**src/rtl/cpu_read_bank.sv**
```systemverilog
// CPU read-side register bank: edge-detected FIFO pops, atomic channel
// snapshot, sticky read-to-clear status and a saturating underflow counter.
module cpu_read_bank #(
    parameter int ADDR_W      = 9,
    parameter int NUM_FIFO    = 2,
    parameter int NUM_CH      = 12,
    parameter int CH_BASE     = 50,
    parameter int STAT_ADDR   = 8,
    parameter int SNAP_ADDR   = 9,
    parameter int ERR_ADDR    = 10,
    parameter int SYNC_STAGES = 2,
    parameter int CNT_W       = 16   // width of err_cnt and snap_seq (2..16)
) (
    input  logic                     clk,
    input  logic                     rst_n,
    input  logic                     cpu_rd_n,
    input  logic [ADDR_W-1:0]        cpu_addr,
    output logic [31:0]              cpu_rdata,
    input  logic [NUM_FIFO*16-1:0]   fifo_usedw,
    input  logic [NUM_FIFO*32-1:0]   fifo_data,
    input  logic [NUM_FIFO-1:0]      fifo_empty,
    output logic [NUM_FIFO-1:0]      fifo_ack,
    input  logic [NUM_CH*32-1:0]     ch_data,
    input  logic [15:0]              status_in
);

    logic [SYNC_STAGES-1:0][NUM_CH*32-1:0] ch_pipe;
    logic [SYNC_STAGES-1:0][15:0]          stat_pipe;
    logic [NUM_CH*32-1:0]                  ch_sync;
    logic [15:0]                           status_sync;

    logic [NUM_CH-1:0][31:0] snap;
    logic [CNT_W-1:0]        snap_seq;
    logic [CNT_W-1:0]        snap_seq_inc;
    logic [CNT_W-1:0]        err_cnt;
    logic [15:0]             sticky;
    logic                    rd_n_q;
    logic                    rd_start;

    logic [31:0]             addr32;
    logic [31:0]             mux_val;
    logic [31:0]             rd_val;
    logic [NUM_FIFO-1:0]     data_hit;
    logic [NUM_FIFO-1:0]     pop;
    logic                    stat_hit;
    logic                    snap_hit;
    logic                    err_hit;
    logic                    underflow;

    assign ch_sync      = ch_pipe[SYNC_STAGES-1];
    assign status_sync  = stat_pipe[SYNC_STAGES-1];
    assign addr32       = 32'(cpu_addr);
    assign snap_seq_inc = snap_seq + CNT_W'(1);

    // Reset to 0 so a strobe already low when reset releases never starts a read.
    assign rd_start  = rd_n_q & ~cpu_rd_n;
    assign pop       = data_hit & ~fifo_empty & {NUM_FIFO{rd_start}};
    assign underflow = rd_start & |(data_hit & fifo_empty);

    // Resynchronise the asynchronous telemetry and status inputs.
    always_ff @(posedge clk) begin
        if (!rst_n) begin
            ch_pipe   <= '0;
            stat_pipe <= '0;
        end else begin
            ch_pipe[0]   <= ch_data;
            stat_pipe[0] <= status_in;
            for (int s = 1; s < SYNC_STAGES; s++) begin
                ch_pipe[s]   <= ch_pipe[s-1];
                stat_pipe[s] <= stat_pipe[s-1];
            end
        end
    end

    // Address decode and read mux; fixed registers are decoded last so they win overlaps.
    always_comb begin
        mux_val  = '0;
        data_hit = '0;
        stat_hit = 1'b0;
        snap_hit = 1'b0;
        err_hit  = 1'b0;
        for (int i = 0; i < NUM_CH; i++)
            if (addr32 == 32'(CH_BASE + i)) mux_val = snap[i];
        for (int k = 0; k < NUM_FIFO; k++) begin
            if (addr32 == 32'(2 * k)) mux_val = {16'd0, fifo_usedw[16*k +: 16]};
            if (addr32 == 32'(2 * k + 1)) begin
                mux_val     = fifo_data[32*k +: 32];
                data_hit[k] = 1'b1;
            end
        end
        if (addr32 == 32'(STAT_ADDR)) begin
            mux_val  = {16'd0, sticky | status_sync};
            stat_hit = 1'b1;
        end
        if (addr32 == 32'(SNAP_ADDR)) begin
            mux_val  = 32'(snap_seq);
            snap_hit = 1'b1;
        end
        if (addr32 == 32'(ERR_ADDR)) begin
            mux_val = 32'(err_cnt);
            err_hit = 1'b1;
        end
        if (stat_hit || snap_hit || err_hit) data_hit = '0;
    end

    // Side effects of a read change what is returned at the start of the strobe.
    always_comb begin
        rd_val = mux_val;
        if (rd_start && snap_hit) rd_val = 32'(snap_seq_inc);
        if (underflow)            rd_val = '0;
    end

    // Strobe edge detect and read data register, held while the strobe is low.
    always_ff @(posedge clk) begin
        if (!rst_n) begin
            rd_n_q    <= 1'b0;
            cpu_rdata <= '0;
        end else begin
            rd_n_q <= cpu_rd_n;
            if (cpu_rd_n || rd_start) cpu_rdata <= rd_val;
        end
    end

    // One pop pulse per read of a non-empty FIFO data address.
    always_ff @(posedge clk) begin
        if (!rst_n) fifo_ack <= '0;
        else        fifo_ack <= pop;
    end

    // Sticky status accumulates; a status read keeps only what is arriving now.
    always_ff @(posedge clk) begin
        if (!rst_n)                    sticky <= '0;
        else if (rd_start && stat_hit) sticky <= status_sync;
        else                           sticky <= sticky | status_sync;
    end

    // Atomic snapshot of all channels plus sequence number.
    always_ff @(posedge clk) begin
        if (!rst_n) begin
            snap     <= '0;
            snap_seq <= '0;
        end else if (rd_start && snap_hit) begin
            snap     <= ch_sync;
            snap_seq <= snap_seq_inc;
        end
    end

    // Underflow counter: saturating, cleared by reading it.
    always_ff @(posedge clk) begin
        if (!rst_n)                      err_cnt <= '0;
        else if (rd_start && err_hit)    err_cnt <= '0;
        else if (underflow && err_cnt != '1) err_cnt <= err_cnt + CNT_W'(1);
    end

endmodule

```
**config.mk**
```make
export PLATFORM = sky130hd
export DESIGN_NAME = cpu_read_bank
export DESIGN_NICKNAME = d
export VERILOG_FILES = /design/src/rtl/cpu_read_bank.sv
export SDC_FILE = /design/constraint.sdc
export NUM_CORES = 2
export LEC_CHECK = 0
export ABC_AREA = 1
export CAP_MARGIN = 5
export CORE_AREA = 2 2 379 381
export DETAILED_ROUTE_END_ITERATION = 8
export DIE_AREA = 0 0 381 383
export SLEW_MARGIN = 20
export SYNTH_ARGS = -nofsm -noshare
export SYNTH_HDL_FRONTEND = slang
export SYNTH_SLANG_ARGS = --single-unit
export TNS_END_PERCENT = 5
```
**constraint.sdc**
```tcl
create_clock -name clk -period 2.3 [get_ports clk]
set_input_delay 0.345 -clock clk [delete_from_list [all_inputs] [get_ports clk]]
set_output_delay 0.345 -clock clk [all_outputs]
set_load 0.01 [all_outputs]
```
# [Word-level counts from Yosys, hierarchy flattened]
# Index checks and enable logic that the tools add are counted.
[classes] n_reduce_logical=10 mux=28 bitwise=9 n_eq_ne=19 add_sub_neg=2
[ops] op="$mux 32" count=21
[ops] op="$eq 9x6->1 const B" count=12
[ops] op="$add 16x1->16 const B" count=2
[ops] op="$logic_not 32->1" count=1
[ops] op="$eq 9x4->1 const B" count=3
[ops] op="$eq 9x2->1 const B" count=2
[ops] op="$mux 16" count=1
[ops] op="$ne 16x16->1 const B" count=1
[ops] op="$or 16x16->16" count=1
[ops] op="$eq 9x1->1 const B" count=1
[ops] op="$and 2x2->2" count=3
[ops] op="$mux 1" count=5
[ops] op="$logic_and 1x1->1" count=4
[ops] op="$reduce_or 2->1" count=2
[ops] op="$logic_or 1x1->1" count=3
[ops] op="$and 1x1->1" count=2
[ops] op="$mux 2" count=1
[ops] op="$not 1->1" count=2
[ops] op="$not 2->2" count=1
[word_totals] inputBits=510 output_inout_bits=34 elab_cells=90 register_bits=1267

# [Depth between registers and ports, before layout]
[logic_depth] ltp_word=22 depth_mapped=23 depth_no_buf=21

# [Worst setup path before layout]
# Ideal clock, no wire load.
[synth_path] path_type="in2reg" startpoint="input port cpu_addr[0]" endpoint="register err_cnt[15]" path_buffers=1 path_slack_ns=0.058 t_required_ns=2.172 setup_ns=0.128 arrival_time_ns=2.114 path_stages=17 cell_sequence="buf_2 nand3_2 nor2_8 nand2_4 inv_2 nand2_1 nand2_1 nand2_2 clkinv_4 nand2_4 clkinv_2 nand4_4 nor4_4 nand3_2 nor3_2 xor2_1 nor2_1"
[synth_between] elab_chain_cells=9
[synth_rtl] element="start, declared" line_no="17" rtl="input logic [ADDR_W-1:0] cpu_addr,"
[synth_rtl] element="$eq 9x4->1 (on tied branches)" line_no="91, 95"
[synth_rtl] element="$mux 1 (on tied branches)" line_no="91, 95"
[synth_rtl] element="$logic_or 1x1->1 (2 in series)" line_no="103" rtl="if (stat_hit || snap_hit || err_hit) data_hit = '0;"
[synth_rtl] element="$mux 2" line_no="103"
[synth_rtl] element="$and 2x2->2" line_no="58" rtl="assign underflow = rd_start & |(data_hit & fifo_empty);"
[synth_rtl] element="$reduce_or 2->1" line_no="58"
[synth_rtl] element="$and 1x1->1" line_no="58"
[synth_rtl] element="$logic_and 1x1->1" line_no="152" rtl="else if (underflow && err_cnt != '1) err_cnt <= err_cnt + CNT_W'(1);"
[synth_rtl] element="end signal, assigned" line_no="152"
[synth_rtl] element="end, declared" line_no="35" rtl="logic [CNT_W-1:0] err_cnt;"
# Several ways; a longest one is shown, not always the timed one.
# A chain may end at the register's enable or synchronous reset.

# [Worst setup path after layout]
[layout_path] startpoint="input port cpu_addr[6]" endpoint="register cpu_rdata[14]"
[layout_between] elab_chain_cells=22
[layout_rtl] element="$eq 9x6->1" line_no="83" rtl="if (addr32 == 32'(CH_BASE + i)) mux_val = snap[i];"
[layout_rtl] element="$mux 32 (12 in series)" line_no="83"
[layout_rtl] element="$mux 32" line_no="85" rtl="if (addr32 == 32'(2 * k)) mux_val = {16'd0, fifo_usedw[16*k +: 16]};"
[layout_rtl] element="$mux 32" line_no="86" rtl="if (addr32 == 32'(2 * k + 1)) begin"
[layout_rtl] element="$mux 32" line_no="85"
[layout_rtl] element="$mux 32" line_no="86"
[layout_rtl] element="$mux 32" line_no="91" rtl="if (addr32 == 32'(STAT_ADDR)) begin"
[layout_rtl] element="$mux 32" line_no="95" rtl="if (addr32 == 32'(SNAP_ADDR)) begin"
[layout_rtl] element="$mux 32" line_no="99" rtl="if (addr32 == 32'(ERR_ADDR)) begin"
[layout_rtl] element="$mux 32" line_no="109" rtl="if (rd_start && snap_hit) rd_val = 32'(snap_seq_inc);"
[layout_rtl] element="$mux 32 *" line_no="110" rtl="if (underflow) rd_val = '0;"
[layout_rtl] element="end signal, assigned" line_no="120" rtl="if (cpu_rd_n || rd_start) cpu_rdata <= rd_val;"
[layout_rtl] element="end, declared" line_no="18" rtl="output logic [31:0] cpu_rdata,"
# Every way passes the cells marked *; elsewhere a longest branch is shown, timed or not.

==> results by group <==
Outcome
  – Run status: finished with violations
  – Failing checks: setup timing

Logic synthesis
  – Post-synthesis sequential area ratio: 0.579
  – Area share of xor/xnor cells in the synthesized design: 0.00100
  – Largest family of logic cells by synthesized area: simple AND/OR/NAND/NOR gates
  – Synth Area in Compound Gates: 0.0920
  – Synthesized Nets: 6,135
  – Distinct cells, synth: 43
  – Cell area after synthesis: 43,800 sq um
  – FF+latch count, synth: 1,267
  – Post-synth ARST share: 0
  – Total number of yosys warnings: 0
  – Syn avg cell area: a little under 8 sq um
  – Mux cell area share after synthesis: 0
  – Simple-gate share of the synthesized area: 0.203
  – Adder-cell area share of the yosys netlist: 0.000571
  – Post-synth EDFFs: 0
  – Ys flop type: dfxtp_1
  – Mapped Cells: 5,623

Clock tree
  – CTS buffer count: 137
  – Clk slew on worst S/H paths: roughly 0.060 ns
  – Clock Sink Count: 1,267
  – Root Driver: clkbuf_16
  – Clk buf depth: 3
  – Htree depth: 4
  – Worst skew pair latency: just under 0.8 ns
  – TritonCTS clock tree: built

Die
  – Row count: 139
  – Die Y: roughly 380 um
  – Io pins: roughly 540
  – Die area: between 100,000 and 150,000 sq um
  – Chip Width: 381 um
  – Core area: 142,000 sq um
  – Initial Utilization: 0.308

Run
  – Max-cap violations: 0

Critical path
  – Worst path buffer plus inverter count: 3
  – Crit path max-delay family: simple AND/OR/NAND/NOR gates
  – Worst path arrival time: 3.06 ns
  – CP cell instances: dlygate4sd2_1 > inv_1 > nand2_2 > nor2_4 > buf_6 > o2111ai_1 > nand2_1 > nand4_1 > nor2_1 > nand4_1 > nand2_1 > nand2_1 > nand2_1 > nand2_1 > nand2_1 > nand2_1 > nand2_1 > nand2_1 > nand2_1 > nand2_1 > nand2_1 > a21oi_1
  – Critical path's slowest cell: nand4_1
  – Worst path required time: roughly 3.0 ns
  – CP max stage delay: ~0.37 ns
  – CP dominant cell by count: nand2_1
  – Critical Path End Type: flip-flop
  – Setup CP Type: in2reg
  – Startpoint Class: input pin
  – Worst-path maximum fanout: 16

Power
  – P per Cell Area: 812 nW/um^2
  – Max VDD drop: 0.648 mV
  – Comb power frac: 0.046
  – Seq pwr share: 0.479
  – Internal power: around 37 mW
  – Sw frac: 0.220
  – Clock power frac: 0.475
  – Leak: 30.1 nW
  – P_sw: ~10 mW
  – Design Power: 47.8 mW

Placement
  – IO buf count: 543
  – Placed inst area: around 54,000 sq um
  – DP HPWL: between 100,000 and 150,000 um
  – Placed Cells: about 8,000
  – Routability cong.: 0.919

Final layout
  – Area of the multi-input gates: approximately 13,000 sq um
  – FF+latch area: 25,400 sq um
  – Final std cells w/o fill: 8,376
  – Commonest non-fill, non-tap cell in the layout: nand2_1
  – Layout area overhead: 34.4%
  – Most frequent cells in the layout: nand2_1 (1,280), dfxtp_1 (1,263), inv_1 (1,115)
  – Post-layout util: 0.414
  – Final layout net count: 6,864
  – Fill cells: 14,516
  – Layout cells sized above 1: 0.106
  – Fin area: 58,800 sq um

Detailed routing
  – Drt total wl: 152,000 um
  – Routed len/inst: between 15 and 20 um
  – DR vias/cell: 4.38
  – 1st-pass router iterations: 6
  – Drt drc: 0
  – Final ANT Viol Nets: 0
  – DRT iter0 DRCs: 2,816
  – Vias: 36,673

Timing
  – Final hold viol count: 0
  – Hold_ws: 0.0862 ns
  – Final Critical Period: 2.39 ns
  – RSZ-0062 raised after global routing: yes
  – Clock skew: 0.0313 ns
  – Fin. max-slew vios: 0
  – Slew at the pin with the worst max-slew slack: 1.09 ns
  – Setup WS post-layout: -0.0921 ns
  – Period utilisation layout: 1.04
  – Worst slew margin: 0.273
  – Final setup viols: 9
  – Fmax achieved: ~420 MHz

Hold path
  – Hold Crit Class: in2reg

GRT
  – Vias in the first global route: 35,690
  – Global-route wire length before repair: roughly 220,000 um
  – Gr usage total: 0.204
  – Largest net degree at the start of global routing: 162
  – Grt ovf: 0
  – Initial antenna violation count: 56
final timing paths:
check,startpoint,end,slack (ns),depth (start not counted)
worst max-delay path,cpu_addr[6],cpu_rdata[14],-0.09,22
worst min-delay path,ch_data[382],ch_pipe[382],0.09,3
worst max register to register,snap_seq[0],cpu_rdata[15],-0.08,19
worst min register to register,ch_pipe[346],ch_sync[346],0.38,2
cell usage after synthesis (2+ instances only):
cell type | number | area share
o221ai_1 | 10 | 0.0020
nand3_1 | 105 | 0.012
or2_2 | 13 | 0.0019
o2111ai_1 | 37 | 0.0074
nor3_2 | 2 | 0.00046
nand2_4 | 2 | 0.00051
nor4_1 | 8 | 0.0011
nor2_2 | 3 | 0.00043
nor2_1 | 742 | 0.064
nor3_1 | 25 | 0.0029
a21oi_1 | 107 | 0.012
a221oi_1 | 7 | 0.0014
nor2_4 | 2 | 0.00051
clkinv_1 | 2 | 0.00017
xor2_1 | 5 | 0.0010
nand2_2 | 4 | 0.00057
nand2_1 | 1298 | 0.11
nand3b_1 | 2 | 0.00034
a211oi_1 | 169 | 0.029
nand3_2 | 2 | 0.00046
buf_1 | 4 | 0.00034
o22ai_1 | 19 | 0.0027
o21ai_0 | 304 | 0.035
buf_4 | 3 | 0.00051
nand4_1 | 35 | 0.0050
o211ai_1 | 12 | 0.0021
dfxtp_1 | 1267 | 0.58
inv_2 | 11 | 0.00094
inv_1 | 1121 | 0.096
buf_2 | 18 | 0.0021
ha_1 | 2 | 0.00057
clkbuf_1 | 271 | 0.023
stage by stage:
step | setup TNS [ns] | setup slack (ns)
floorplan | 0 | 0.0579
global placement | -197.33 | -1.55
detailed placement | -193.05 | -1.46
CTS | -0.158 | -0.0714
global route | -4.09 | -0.319
finish | -0.398 | -0.0921
per-layer routing:
layer  track usage  vias up  wire, um
met4        0.0811       64      5470
met5             0        -       394
met1         0.264    16957     67400
met3        0.0593      281     11400
li1              -    18392         -
met2         0.318      979     67500
cells by family after synthesis:
family	count (synthesis)
AOI/OAI and AO/OA	668
xor gates and xnor gates	5
and+or+nand+nor	2249
adders and majority gates	2
DFF	1267
buffers and inverters	1432
what timing repair did:
item / in CTS / in global routing
pin swaps: 32 / 22
resized for setup: 67 / 44
endpoints found under the hold margin: 15 / 0
hold buffers: 2 / 0
gates cloned: 2 / 0
buffers inserted: 15 / 6
endpoints found under the setup margin: 34 / 44
power groups by stage:
| stage | logic, mW | clock network, mW | registers [mW] |
|---|---|---|---|
| 4_1_cts | 2.21 | 23.1 | 22.9 |
| 3_3_place_gp | 2.17 | 0 | 23.4 |
| 6_report | 2.18 | 22.7 | 22.9 |
| 2_1_floorplan | 0.822 | 0 | 23.2 |
| 3_5_place_dp | 2.18 | 0 | 23.4 |
| 5_1_grt | 2.41 | 24.0 | 22.9 |
worst reg2reg max path, delay by kind of cell (launching register included):
| kind | cells | cell delay [ns] |
|---|---|---|
| AND/OR/NAND/NOR | 12 | 1.34 |
| AO/OA/AOI/OAI | 3 | 0.36 |
| flip-flops | 1 | 0.35 |
| buffers and inverters | 4 | 0.26 |
flip-flops by register name (all words and copies together) (netlist names):
register,count
rd_n_q,1
snap_seq,16
ch_sync,384
status_sync,16
snap,384
cpu_rdata,32
ch_pipe,384
sticky,16
fifo_ack,2
stat_pipe,16
err_cnt,16
final cells by class:
type,instances,share of cell area
Clock inverter,59,0.0141
Antenna cell,17,0.000723
Sequential cell,1267,0.431
Timing Repair Buffer,886,0.149
Multi-Input combinational cell,2924,0.227
Tap cell,1903,0.0405
Inverter,1136,0.0730
Clock buffer,184,0.0652
No activity file was read; power rests on OpenSTA's default activity.
